[config.mk]
export PLATFORM = sky130hd
export DESIGN_NAME = barrel2_ctrl_flat
export DESIGN_NICKNAME = d
export VERILOG_FILES = /design/src/rtl/barrel2_ctrl_if.sv /design/src/rtl/barrel2_ctrl.sv /design/src/flat_wrapper.sv
export SDC_FILE = /design/constraint.sdc
export NUM_CORES = 1
export LEC_CHECK = 0
export CORE_UTILIZATION = 40
export DETAILED_ROUTE_END_ITERATION = 12
export PLACE_DENSITY = 0.72
export SKIP_LAST_GASP = 1
export SLEW_MARGIN = 20
export SYNTH_ARGS = -nofsm -noshare
export SYNTH_HDL_FRONTEND = slang
export SYNTH_SLANG_ARGS = --single-unit
[constraint.sdc]
create_clock -name clk -period 4.8 [get_ports clk]
set_input_delay 0.96 -clock clk [delete_from_list [all_inputs] [get_ports clk]]
set_output_delay 0.96 -clock clk [all_outputs]
set_load 0.05 [all_outputs]
[src/rtl/barrel2_ctrl_if.sv]
// rtl/barrel2_ctrl_if.sv - job/result handshakes and barrel2 drive lines for barrel2_ctrl
interface barrel2_ctrl_if #(
  parameter int DATA_SIZE = 8,
  parameter int SEL_W     = 3,
  parameter int STEP_W    = 4
);
  logic                 req_valid;
  logic                 req_ready;
  logic [DATA_SIZE-1:0] req_data;
  logic [SEL_W-1:0]     req_sel;
  logic [STEP_W-1:0]    req_steps;

  logic                 Load;
  logic [SEL_W-1:0]     Select;
  logic [DATA_SIZE-1:0] Data_in;
  logic [DATA_SIZE-1:0] brl_data;

  logic                 res_valid;
  logic                 res_ready;
  logic [DATA_SIZE-1:0] res_data;

  // Requester / result consumer / barrel side.
  modport master (
    output req_valid, req_data, req_sel, req_steps, res_ready, brl_data,
    input  req_ready, res_valid, res_data, Load, Select, Data_in
  );

  // Controller side.
  modport slave (
    input  req_valid, req_data, req_sel, req_steps, res_ready, brl_data,
    output req_ready, res_valid, res_data, Load, Select, Data_in
  );
endinterface

[src/rtl/barrel2_ctrl.sv]
// rtl/barrel2_ctrl.sv - sequences one rotate job at a time through the registered barrel2 stage
module barrel2_ctrl #(
  parameter int DATA_SIZE = 8,
  parameter int SEL_W     = 3,
  parameter int STEP_W    = 4
) (
  input  logic        clk,
  input  logic        reset,
  barrel2_ctrl_if.slave bus,
  output logic        busy
);

  typedef enum logic [2:0] {
    IDLE    = 3'd0,
    LOAD    = 3'd1,
    SHIFT   = 3'd2,
    CAPTURE = 3'd3,
    RESULT  = 3'd4
  } state_t;

  state_t               state_q, state_d;
  logic [STEP_W-1:0]    cnt_q, cnt_d;
  logic [DATA_SIZE-1:0] data_q;
  logic [SEL_W-1:0]     sel_q;
  logic [STEP_W-1:0]    steps_q;
  logic [DATA_SIZE-1:0] res_data_q;
  logic                 accept;
  logic                 capture;

  // Reset gates ready combinationally so it is low for the whole reset pulse.
  assign bus.req_ready = (state_q == IDLE) && !reset;
  assign accept        = bus.req_valid && bus.req_ready;
  assign capture       = (state_q == CAPTURE);

  assign bus.Data_in   = data_q;
  assign bus.res_data  = res_data_q;
  assign bus.res_valid = (state_q == RESULT);
  assign busy          = (state_q != IDLE);

  always_ff @(posedge clk or posedge reset) begin
    if (reset) begin
      state_q <= IDLE;
      cnt_q   <= '0;
    end else begin
      state_q <= state_d;
      cnt_q   <= cnt_d;
    end
  end

  // Job registers only change on an accepted request, so Data_in holds the word afterwards.
  always_ff @(posedge clk or posedge reset) begin
    if (reset) begin
      data_q  <= '0;
      sel_q   <= '0;
      steps_q <= '0;
    end else if (accept) begin
      data_q  <= bus.req_data;
      sel_q   <= bus.req_sel;
      steps_q <= bus.req_steps;
    end
  end

  always_ff @(posedge clk or posedge reset) begin
    if (reset) begin
      res_data_q <= '0;
    end else if (capture) begin
      res_data_q <= bus.brl_data;
    end
  end

  always_comb begin
    state_d    = state_q;
    cnt_d      = cnt_q;
    bus.Load   = 1'b0;
    bus.Select = '0;
    unique case (state_q)
      IDLE: begin
        if (accept) state_d = LOAD;
      end
      LOAD: begin
        bus.Load = 1'b1;
        cnt_d    = steps_q;
        state_d  = (steps_q != '0) ? SHIFT : CAPTURE;
      end
      SHIFT: begin
        // One rotate edge per SHIFT cycle; leaving at count 1 yields exactly steps edges.
        bus.Select = sel_q;
        if (cnt_q != '0) cnt_d = cnt_q - STEP_W'(1);
        if (cnt_q <= STEP_W'(1)) state_d = CAPTURE;
      end
      CAPTURE: begin
        state_d = RESULT;
      end
      RESULT: begin
        if (bus.res_ready) state_d = IDLE;
      end
      default: begin
        state_d = IDLE;
      end
    endcase
  end

endmodule

[src/flat_wrapper.sv]
// flat-port wrapper written by rule: the top's interface ports become plain ports
module barrel2_ctrl_flat 
#(
  parameter int DATA_SIZE = 8,
  parameter int SEL_W     = 3,
  parameter int STEP_W    = 4
)
  (clk, reset, busy, bus_req_valid, bus_req_data, bus_req_sel, bus_req_steps, bus_res_ready, bus_brl_data, bus_req_ready, bus_res_valid, bus_res_data, bus_Load, bus_Select, bus_Data_in);
  barrel2_ctrl_if #(.DATA_SIZE(DATA_SIZE), .SEL_W(SEL_W), .STEP_W(STEP_W)) bus_i ();
  input  logic clk;
  input  logic reset;
  output logic busy;
  input wire logic [$bits(bus_i.req_valid)-1:0] bus_req_valid;
  input wire logic [$bits(bus_i.req_data)-1:0] bus_req_data;
  input wire logic [$bits(bus_i.req_sel)-1:0] bus_req_sel;
  input wire logic [$bits(bus_i.req_steps)-1:0] bus_req_steps;
  input wire logic [$bits(bus_i.res_ready)-1:0] bus_res_ready;
  input wire logic [$bits(bus_i.brl_data)-1:0] bus_brl_data;
  output wire logic [$bits(bus_i.req_ready)-1:0] bus_req_ready;
  output wire logic [$bits(bus_i.res_valid)-1:0] bus_res_valid;
  output wire logic [$bits(bus_i.res_data)-1:0] bus_res_data;
  output wire logic [$bits(bus_i.Load)-1:0] bus_Load;
  output wire logic [$bits(bus_i.Select)-1:0] bus_Select;
  output wire logic [$bits(bus_i.Data_in)-1:0] bus_Data_in;
  assign bus_i.req_valid = bus_req_valid;
  assign bus_i.req_data = bus_req_data;
  assign bus_i.req_sel = bus_req_sel;
  assign bus_i.req_steps = bus_req_steps;
  assign bus_i.res_ready = bus_res_ready;
  assign bus_i.brl_data = bus_brl_data;
  assign bus_req_ready = bus_i.req_ready;
  assign bus_res_valid = bus_i.res_valid;
  assign bus_res_data = bus_i.res_data;
  assign bus_Load = bus_i.Load;
  assign bus_Select = bus_i.Select;
  assign bus_Data_in = bus_i.Data_in;
  barrel2_ctrl #(.DATA_SIZE(DATA_SIZE), .SEL_W(SEL_W), .STEP_W(STEP_W)) u_core (.clk(clk), .reset(reset), .bus(bus_i), .busy(busy));
endmodule
Yosys cells after proc, flatten, opt, wreduce, memory -nomap -nowiden
Cells that the tools add are included.
- memory bits (writable): 0
- ROM bits: 0
- bits in registers: 30
- latch bits: 0
- memories kept: 0
- output and inout bits: 23
- $lt $le $gt $ge: 1
- divide/modulo/power cells: 0
- add/subtract/negate cells: 1
- equality and inequality tests: 8
- multipliers: 0
- muxes and demuxes: 9
- shifts and indexed selects: 0
- reductions and logical operators: 10
- bitwise operators: 0
- operator list (operator ; number):
    3-bit case mux with 5 select lines ; 1
    3-bit 2-to-1 mux ; 4
    4-bit case mux with 2 select lines ; 1
    4-bit nonzero test ; 2
    3-bit by 2-bit equality test with 1-bit output (second input constant) ; 2
    2-bit by 1-bit inequality test with 1-bit output (second input constant) ; 3
    4-bit by 1-bit <= comparator with 1-bit output (second input constant) ; 1
    4-bit 2-to-1 mux ; 1
    4-bit by 1-bit subtractor with 4-bit output (second input constant) ; 1
    3-bit by 1-bit equality test with 1-bit output (second input constant) ; 1
    3-bit equality test (second input constant) ; 1
    3-bit zero test ; 1
    3-bit AND reduction ; 1
    3-bit nonzero test ; 1
    1-bit logical AND ; 2
    1-bit 2-to-1 mux ; 2
    2-bit inequality test (second input constant) ; 1
    2-bit AND reduction ; 1
    2-bit nonzero test ; 1
    1-bit zero test ; 1

Depth between registers and ports, before layout
- depth after elaboration: 5
- mapped depth: 5

Worst setup path after synthesis
No wires, ideal clock.
- kind: input-to-output
- start point: input port reset
- end point: output port bus_req_ready
- cell stages on the path: 1
- buffers on the path: 0
- arrival time: 1.614 ns
- slack: 2.226 ns
- cells stage by stage: nor2_1
- longest elaborated chain between the ends: 2
- RTL lines (item ; line ; text):
    start: declaration ; flat_wrapper.sv:11 ; input logic reset;
    1-bit zero test ; barrel2_ctrl.sv:31 ; assign bus.req_ready = (state_q == IDLE) && !reset;
    1-bit logical AND ; barrel2_ctrl.sv:31 ;
    end: declaration ; flat_wrapper.sv:19 ; output wire logic [$bits(bus_i.req_ready)-1:0] bus_req_ready;
Every way passes these cells.

Worst setup path in the final report
- start point: register u_core.state_q[1]
- end point: output port bus_Select[1]
- longest elaborated chain between the ends: 2
- RTL lines (item ; line ; text):
    start: declaration ; barrel2_ctrl.sv:21 ; state_t state_q, state_d;
    start signal: assignment ; barrel2_ctrl.sv:45 ; state_q <= state_d;
    3-bit by 2-bit equality test with 1-bit output ; barrel2_ctrl.sv:76 ; unique case (state_q)
    3-bit 2-to-1 mux ; barrel2_ctrl.sv:76 ;
    end: declaration ; flat_wrapper.sv:23 ; output wire logic [$bits(bus_i.Select)-1:0] bus_Select;
Every way passes these cells.

==> metrics.cfg <==
[min_path]
hold_class = flip-flop to flip-flop
whs_endpoint = u_core.bus.Data_in[2]$_DFFE_PP0P_
hold_depth = 1
min_from = u_core.bus.Data_in[2]$_DFFE_PP0P_

[worst_setup_path]
crit_required_ns = 3.84
startpoint_type = flip-flop
worstSetupPathType = flip-flop to output pin
reg2reg_depth = 3
r2r_start = u_core.state_q[2]$_DFFE_PP0P_
end_kind = output pin
worst-r2r-setup-slack_ns = 3.00
r2r-end = u_core.bus.Data_in[0]$_DFFE_PP0P_
cp_max_fo = 13
cp_data_arrival_time_ns = 2.40

[clocking]
clk_latency_ns = 0.33
path_clk_slew_ns = 0.10
cts_buffers = 5
clock-sinks = 30
ctsHoldBuffers = 0
tritoncts = yes
cts_buffer_depth = 2
cts.repair.resized = 0
post-cts-setup-buffers = 0
cts-root-buf = clkbuf_4
h-tree-depth = 2

[logic_synthesis]
synth_seq_cells = 30
synthFlopType = dfrtp_1
synth_fp_nets = 138
avgSynthCellArea_um2 = 13.1
yosysUniqueCellTypes = 31
synth_top_area_cell = dfrtp_1
async_reset_ff_share_pct = 100
syn_inst = 109
syn-cell-area_um2 = 1420
yosysWarnings = 0
synth_enable_flop_cells = 0
ys_seq_area_share_pct = 52.7
netlist.area_leader.share_pct = 52.7
synth.top_cells.by_area = dfrtp_1, mux2_2, mux2_4

[grt]
antenna_found_initial = 0
grt_pass1_vias = 953
overflow = 0
grt_use_total_pct = 16.9
grt_max_degree = 33
grt_pass1_wl_mm = 4.42

[timing]
setup_viol = 0
fmax_mhz = 298
tightest_slew_ns = 0.496
hold_slack_ns = 0.514
finalHoldViolations = 0
layout_worst_path_cycle_share_pct = 70.0
skew_ns = 0.00621
slew_headroom_pct = 66.4
rsz0062_at_grt = no
min_period_ns = 3.36
setup_tns_ns = 0
final_max_slew_viol_count = 0

[pwr]
vdd_drop_max_mv = 0.368
p_per_area_nw_per_um2 = 779
p_leak_nw = 0.896

[route]
routed_via_density = 4.78
dr.pass1.iters = 4
wl_per_cell_um = 13.8
first_iter_violations = 34
drc = 0
routed_wl_mm = 2.88
route.vias.total = 999
postRouteAntennaNets = 0

[placement]
dpl_cell_area_um2 = 1950
port_buffers = 49
dpl.hpwl_mm = 2.15
place.gp.congestion = 0.780

[layout]
fin_area_um2 = 2020
syn2layout_area_growth_pct = 41.7
nFillCells = 305
drive_gt1_share_pct = 22.1
diodes = 0
num-nets-final = 191
register_area_um2 = 751
multi_input_area_um2 = 617

[die]
initial_core_util_pct = 42.3
die_h_um = 61.7
fp.dieArea_um2 = 3800
design.core.area_um2 = 3360
rows = 21
die_w_um = 61.7
ios = 50

[job]
max_cap_violations = 0

[outcome]
status = completed

-- where the power goes --
part	switching, mW	leakage, nW	internal (mW)
combinational	0.526	0.504	0.394
clock	0.0921	0.0343	0.0703
sequential	0.107	0.358	0.382
total	0.725	0.896	0.847
-- final cells by class --
cell class | count | share of cell area, %
repair buffers | 50 | 24.7
clock inverters | 2 | 0.620
flip-flops and latches | 30 | 37.2
well taps | 46 | 2.85
multi-input cells | 67 | 30.6
clock buffers | 6 | 2.54
inverters | 8 | 1.49
-- cells in the mapped netlist (2+ instances only) --
library cell / count
a221oi_1: 2
and2_1: 5
buf_2: 3
dfrtp_1: 30
ha_1: 2
inv_1: 8
mux2_2: 14
mux2_4: 10
mux2i_1: 2
nand2b_1: 4
nand3_1: 3
nor2_1: 4
o21ai_0: 3
or3_1: 2
-- worst max-delay path by stage --
stage	startpoint	to	slack, ns	depth (start not counted)
after CTS	u_core.state_q[1]$_DFFE_PP0P_	bus_Select[1]	1.41	3
after global routing	u_core.state_q[1]$_DFFE_PP0P_	bus_Select[1]	1.24	3
after floorplan	reset	bus_req_ready	2.23	1
after global placement	reset	bus_req_ready	1.55	3
after detailed placement	reset	bus_req_ready	1.55	3
final	u_core.state_q[1]$_DFFE_PP0P_	bus_Select[1]	1.44	3
-- metal layers --
metal / track usage (%) / routed length [um] / share of wire [%] / vias to the layer above
li1: - / - / - / 494
met2: 24.1 / 1320 / 46 / 35
met4: 6.67 / 10 / 0.35 / 0
met1: 21.5 / 1310 / 46 / 468
met5: 0 / 0 / 0 / -
met3: 9.03 / 241 / 8.4 / 2
-- sequential cells by signal, summed over array words and instances, names as in the netlist --
register / cells
u_core.sel_q: 3
u_core.bus.res_data: 8
u_core.cnt_q: 4
u_core.bus.Data_in: 8
u_core.state_q: 3
u_core.steps_q: 4
-- cells in the final DEF, fill, tap and decap left out, drive strengths merged, types with 4 or more instances in the layout --
| cell | n |
|---|---|
| and2 | 5 |
| clkbuf | 6 |
| clkdlybuf4s50 | 49 |
| dfrtp | 30 |
| inv | 8 |
| mux2 | 24 |
| nand2b | 4 |
| nor2 | 4 |
-- per-stage QoR --
stage                     total power [mW]  util (%)  setup slack [ns]  cells
after CTS                             1.59      60.0              1.41    209
after global placement                1.40      58.1              1.55    201
after floorplan                       1.14         -              2.23    109
final                                 1.57      60.0              1.44    209
after global routing                  1.67      60.0              1.24    209
after detailed placement              1.42      58.1              1.55    201
-- critical path, cell delays in order (launching register included) --
cell	delay, ns
dfrtp_1	0.55
nor3b_2	0.50
and2_1	0.21
clkdlybuf4s50_1	0.80
-- logic make-up (layout without fill, tap and decap cells) --
logic type	count (synthesis)	count (layout)	share of synthesized area, %
DFF	30	30	52.7
muxes	26	26	23.0
and+or+nand+nor	26	26	12.0
AOI/OAI and AO/OA	12	12	5.89
buffers and inverters	12	66	3.95
adders and majority gates	2	2	1.76
xor gates and xnor gates	1	1	0.615
(Power assumes the default switching activity.)
==> RTL edit 1, RTL diff (same flow settings) <==
`STEP_W` is set to 4 in 3 places; all go to 6.
--- a/src/rtl/barrel2_ctrl_if.sv
+++ b/src/rtl/barrel2_ctrl_if.sv
@@ -4,3 +4,3 @@
   parameter int SEL_W     = 3,
-  parameter int STEP_W    = 4
+  parameter int STEP_W    = 6
 );
--- a/src/rtl/barrel2_ctrl.sv
+++ b/src/rtl/barrel2_ctrl.sv
@@ -4,3 +4,3 @@
   parameter int SEL_W     = 3,
-  parameter int STEP_W    = 4
+  parameter int STEP_W    = 6
 ) (
--- a/src/flat_wrapper.sv
+++ b/src/flat_wrapper.sv
@@ -5,3 +5,3 @@
   parameter int SEL_W     = 3,
-  parameter int STEP_W    = 4
+  parameter int STEP_W    = 6
 )
Ports: changed (resized bus_req_steps); port bits go from 50 to 52. No check against the original RTL was run, so the function may have changed too.
==> RTL edit 1 against the unedited design <==
Wire length increased by 15%; sequential share of layout area increased by 0.56 points; maximum frequency decreased by 4.9%; via count increased by 17%; critical endpoint is now bus_Select[0]; critical path depth unchanged; synthesized area increased by 15%; cell area increased by 12%; power increased by 13%; clock skew decreased by 0.0031 ns; sequential cell count increased by 4; first-iteration DRC count increased by 5.9%; die area increased by 15%; highest routed layer unchanged; worst setup slack got worse by 0.17 ns.
==> RTL edit 1: results (changes against the unedited design) <==
[run_status]
run_status=finished, final reports clean

[synth]
synthTopCellsByArea=dfrtp_1, mux2_2, mux2_4
synth.mux.area_fraction=0.1921  ; -0.03816
syn_avg_cell_area_um2=12.82  ; -1.8%
synthAdderAreaFrac=0.02287  ; +0.005291

[final_layout]
fin_nets=213  ; +12%
clkCellAreaFrac=0.03389  ; +0.002251
non_clock_buffer_count=52  ; +4.0%
seq_share=0.3778  ; +0.005569

[setup_path]
r2r-start=u_core.cnt_q[0]
crit_family=simple AND/OR/NAND/NOR gates
r2r_setup_slack_ns=2.61  ; -0.39 ns
arrival_ns=2.57  ; +0.17 ns

[power]
p_int_w=0.0009603  ; +13%
powerSeq_w=0.000566  ; +16%

[placement]
dp.cells=222  ; +10%
place_area_mm2=0.002176  ; +11%

[timing]
fin_skew_ns=0.003138  ; -0.003076 ns
tightest_slew_ns=0.8713  ; +0.3751 ns
whs_ns=0.5038  ; -0.01056 ns

[worst_hold_path]
min_from=u_core.bus.Data_in[3]
hold-path-endpoint=u_core.bus.Data_in[3]

[route]
viasPerCell=5.087  ; +6.4%
drt-initial-drc-count=36  ; +5.9%

[global_route]
grt_pass1_vias=1155  ; +21%
grt_pass1_wl_um=5499  ; +25%

-- RTL edit 1: cell types whose count changed after synthesis, moves of 3 or more --
cell / before / now
a21oi_1: 1 / 4
a21oi_2: 0 / 6
buf_4: 0 / 3
dfrtp_1: 30 / 34
inv_1: 8 / 4
nand2_1: 1 / 5
o21ai_0: 3 / 6
-- RTL edit 1: layer usage --
layer,global-route usage,vias to the layer above
li1,-,557
met3,0.06034,6
met1,0.2137,565
met4,0.07979,0
met5,0,-
met2,0.2704,37
-- RTL edit 1: worst max-delay path by stage --
stage / end / startpoint / slack, ns
after floorplan: bus_Load / u_core.state_q[2] / 2.10
after detailed placement: bus_req_ready / reset / 1.32
after CTS: bus_Select[0] / u_core.state_q[1] / 1.28
after global routing: bus_Select[0] / u_core.state_q[1] / 1.12
after global placement: bus_req_ready / reset / 1.33
final: bus_Select[0] / u_core.state_q[1] / 1.27
==> RTL edit 2, RTL diff (same flow settings) <==
Made on the original files. The 5 states of `state_t` get a one-hot encoding in 5 bits.
--- a/src/rtl/barrel2_ctrl.sv
+++ b/src/rtl/barrel2_ctrl.sv
@@ -12,8 +12,8 @@
 
-  typedef enum logic [2:0] {
-    IDLE    = 3'd0,
-    LOAD    = 3'd1,
-    SHIFT   = 3'd2,
-    CAPTURE = 3'd3,
-    RESULT  = 3'd4
+  typedef enum logic [4:0] {
+    IDLE    = 5'b00001,
+    LOAD    = 5'b00010,
+    SHIFT   = 5'b00100,
+    CAPTURE = 5'b01000,
+    RESULT  = 5'b10000
   } state_t;
Behaviour: same outputs for any inputs over 10 cycles, from zero or initial values and one cycle with reset high; not proved beyond that.
==> RTL edit 2 against the unedited design <==
Cell area increased by 4.3%; via count grew 15%; wire length is 15% higher; sequential cell count rose by 2; critical endpoint is now bus_Select[2]; worst setup slack worse by 0.22 ns; first-iteration DRC count is 120% higher; synthesized area rose by 4.4%; power shrank 16%.
==> RTL edit 2: results (changes against the unedited design) <==
[route]
drt-initial-drc-count=74  ; +120%
post_drt_wl_per_cell_um=15.14  ; +10%
wirelength_um=3316  ; +15%
drt_pre_antenna_iters=4  ; unchanged
viasPerCell=5.224  ; +9.3%

[run_status]
run_status=finished, final reports clean

[clock_network]
ctsResizeCount=0  ; unchanged
path_clk_slew_ns=0.06  ; -0.04 ns
insertion_delay_ns=0.27  ; -0.06 ns
cts_made_buffers=5  ; unchanged
ctsLongestPathBuffers=2  ; unchanged
cts_setup_buffers=0  ; unchanged
root_buffer=clkbuf_8
htree_levels=2  ; unchanged

[final_layout]
nFillCells=294  ; -3.6%
diodes=0  ; unchanged
fin_nets=202  ; +5.8%
drive_above_1_share=0.1214  ; -0.09947

[global_route]
use_met2=0.3105  ; +0.06932
grt_pass1_vias=1180  ; +24%
grt_use_total=0.1877  ; +0.01851
grt_max_degree=34  ; +3.0%
use_met3=0.06569  ; -0.02464
met1_usage=0.2225  ; +0.007159
antenna_found_initial=0  ; unchanged
grt_pass1_wl_um=5623  ; +27%

[synth]
seq_area_frac_synth=0.5396  ; +0.01232
ys_warn_count=0  ; unchanged
synthTopCellsByArea=dfrtp_1, mux2_1, mux2_2
syn_avg_cell_area_um2=12.60  ; -3.6%
synth_nets=147  ; +6.5%
ys_async_sr_fraction=1.000  ; unchanged
synth_commonest_cells=dfrtp_1, mux2_1, mux2_2
yosysUniqueCellTypes=37  ; +19%

[timing]
fmax_mhz=279.2  ; -6.2%
tightest_slew_ns=0.5424  ; +0.04621 ns
fin_skew_ns=0.001901  ; -0.004314 ns

[placement]
dp_slack_ns=1.537  ; -0.01056 ns
dp.cells=212  ; +5.5%
place_congestion=0.9101  ; +17%
dp_hpwl_um=2417  ; +12%
io_buffer_count=49  ; unchanged

[setup_path]
timing.rr.end=u_core.cnt_q[1]
cp-endpoint=bus_Select[2]
r2r_cells=4  ; +1
cp-start-kind=flop
r2r_setup_slack_ns=2.86  ; -0.14 ns
arrival_ns=2.62  ; +0.22 ns
cp_max_fo=7  ; -6
critPathLaunch=u_core.state_q[4]

[power]
p_leak_nw=0.8886  ; -0.79%
irDropWorstVdd_mv=0.4848  ; +32%

[worst_hold_path]
min_from=u_core.sel_q[1]

RTL edit 2: logic make-up (layout without fill, tap and decap cells):
group / Yosys count / count (layout) / synth area share
mux: 24 / 24 / 0.1810
xor+xnor: 1 / 1 / 0.005893
buf+inv: 10 / 65 / 0.04040
fa+ha+maj: 2 / 2 / 0.01683
compound gates: 20 / 20 / 0.09764
simple gates: 29 / 29 / 0.1187
flops: 32 / 32 / 0.5396
RTL edit 2: report_power, final:
part	switching, W	internal (W)	leakage (nW)	total, W
combinational	0.000412	0.000263	0.461	0.000675
clock	0.0000870	0.0000983	0.0410	0.000185
sequential	0.0000793	0.000385	0.387	0.000465
total	0.000579	0.000746	0.889	0.00132
RTL edit 2: area by class of cell:
| type | instances | share of cell area |
|---|---|---|
| Tap cell | 46 | 0.02736 |
| Clock buffer | 6 | 0.03450 |
| Timing Repair Buffer | 50 | 0.2368 |
| Multi-Input combinational cell | 76 | 0.2968 |
| Clock inverter | 1 | 0.002380 |
| Sequential cell | 32 | 0.3813 |
| Inverter | 8 | 0.02082 |
RTL edit 2: worst min path at each step:
| stage | end | slack (ns) | depth (start not counted) |
|---|---|---|---|
| finish | u_core.sel_q[1] | 0.49 | 1 |
| global route | u_core.bus.Data_in[7] | 0.51 | 1 |
| CTS | u_core.sel_q[1] | 0.49 | 1 |
| detailed placement | u_core.sel_q[1] | 0.48 | 1 |
| global placement | u_core.sel_q[2] | 0.46 | 1 |
| floorplan | u_core.sel_q[0] | 0.45 | 1 |
RTL edit 2: worst max-delay path: stages (launching register included):
cell and delay [ns]:
dfrtp_1 0.44, or4_4 0.60, nor2_1 0.33, and2_1 0.18, clkdlybuf4s50_1 0.81
RTL edit 2: layer usage:
metal	vias up	routed length, um
met4	0	34
met3	4	209
met2	40	1710
met5	-	0
met1	563	1362
li1	537	-
RTL edit 2: stage by stage:
stage	util	instance area, um2	hold slack (ns)
final	0.6111	2103	0.4893
after global routing	0.6111	2103	0.5064
after CTS	0.6111	2103	0.4907
after detailed placement	0.5885	2026	0.4768
after global placement	0.5885	2026	0.4580
after floorplan	-	1486	0.4489
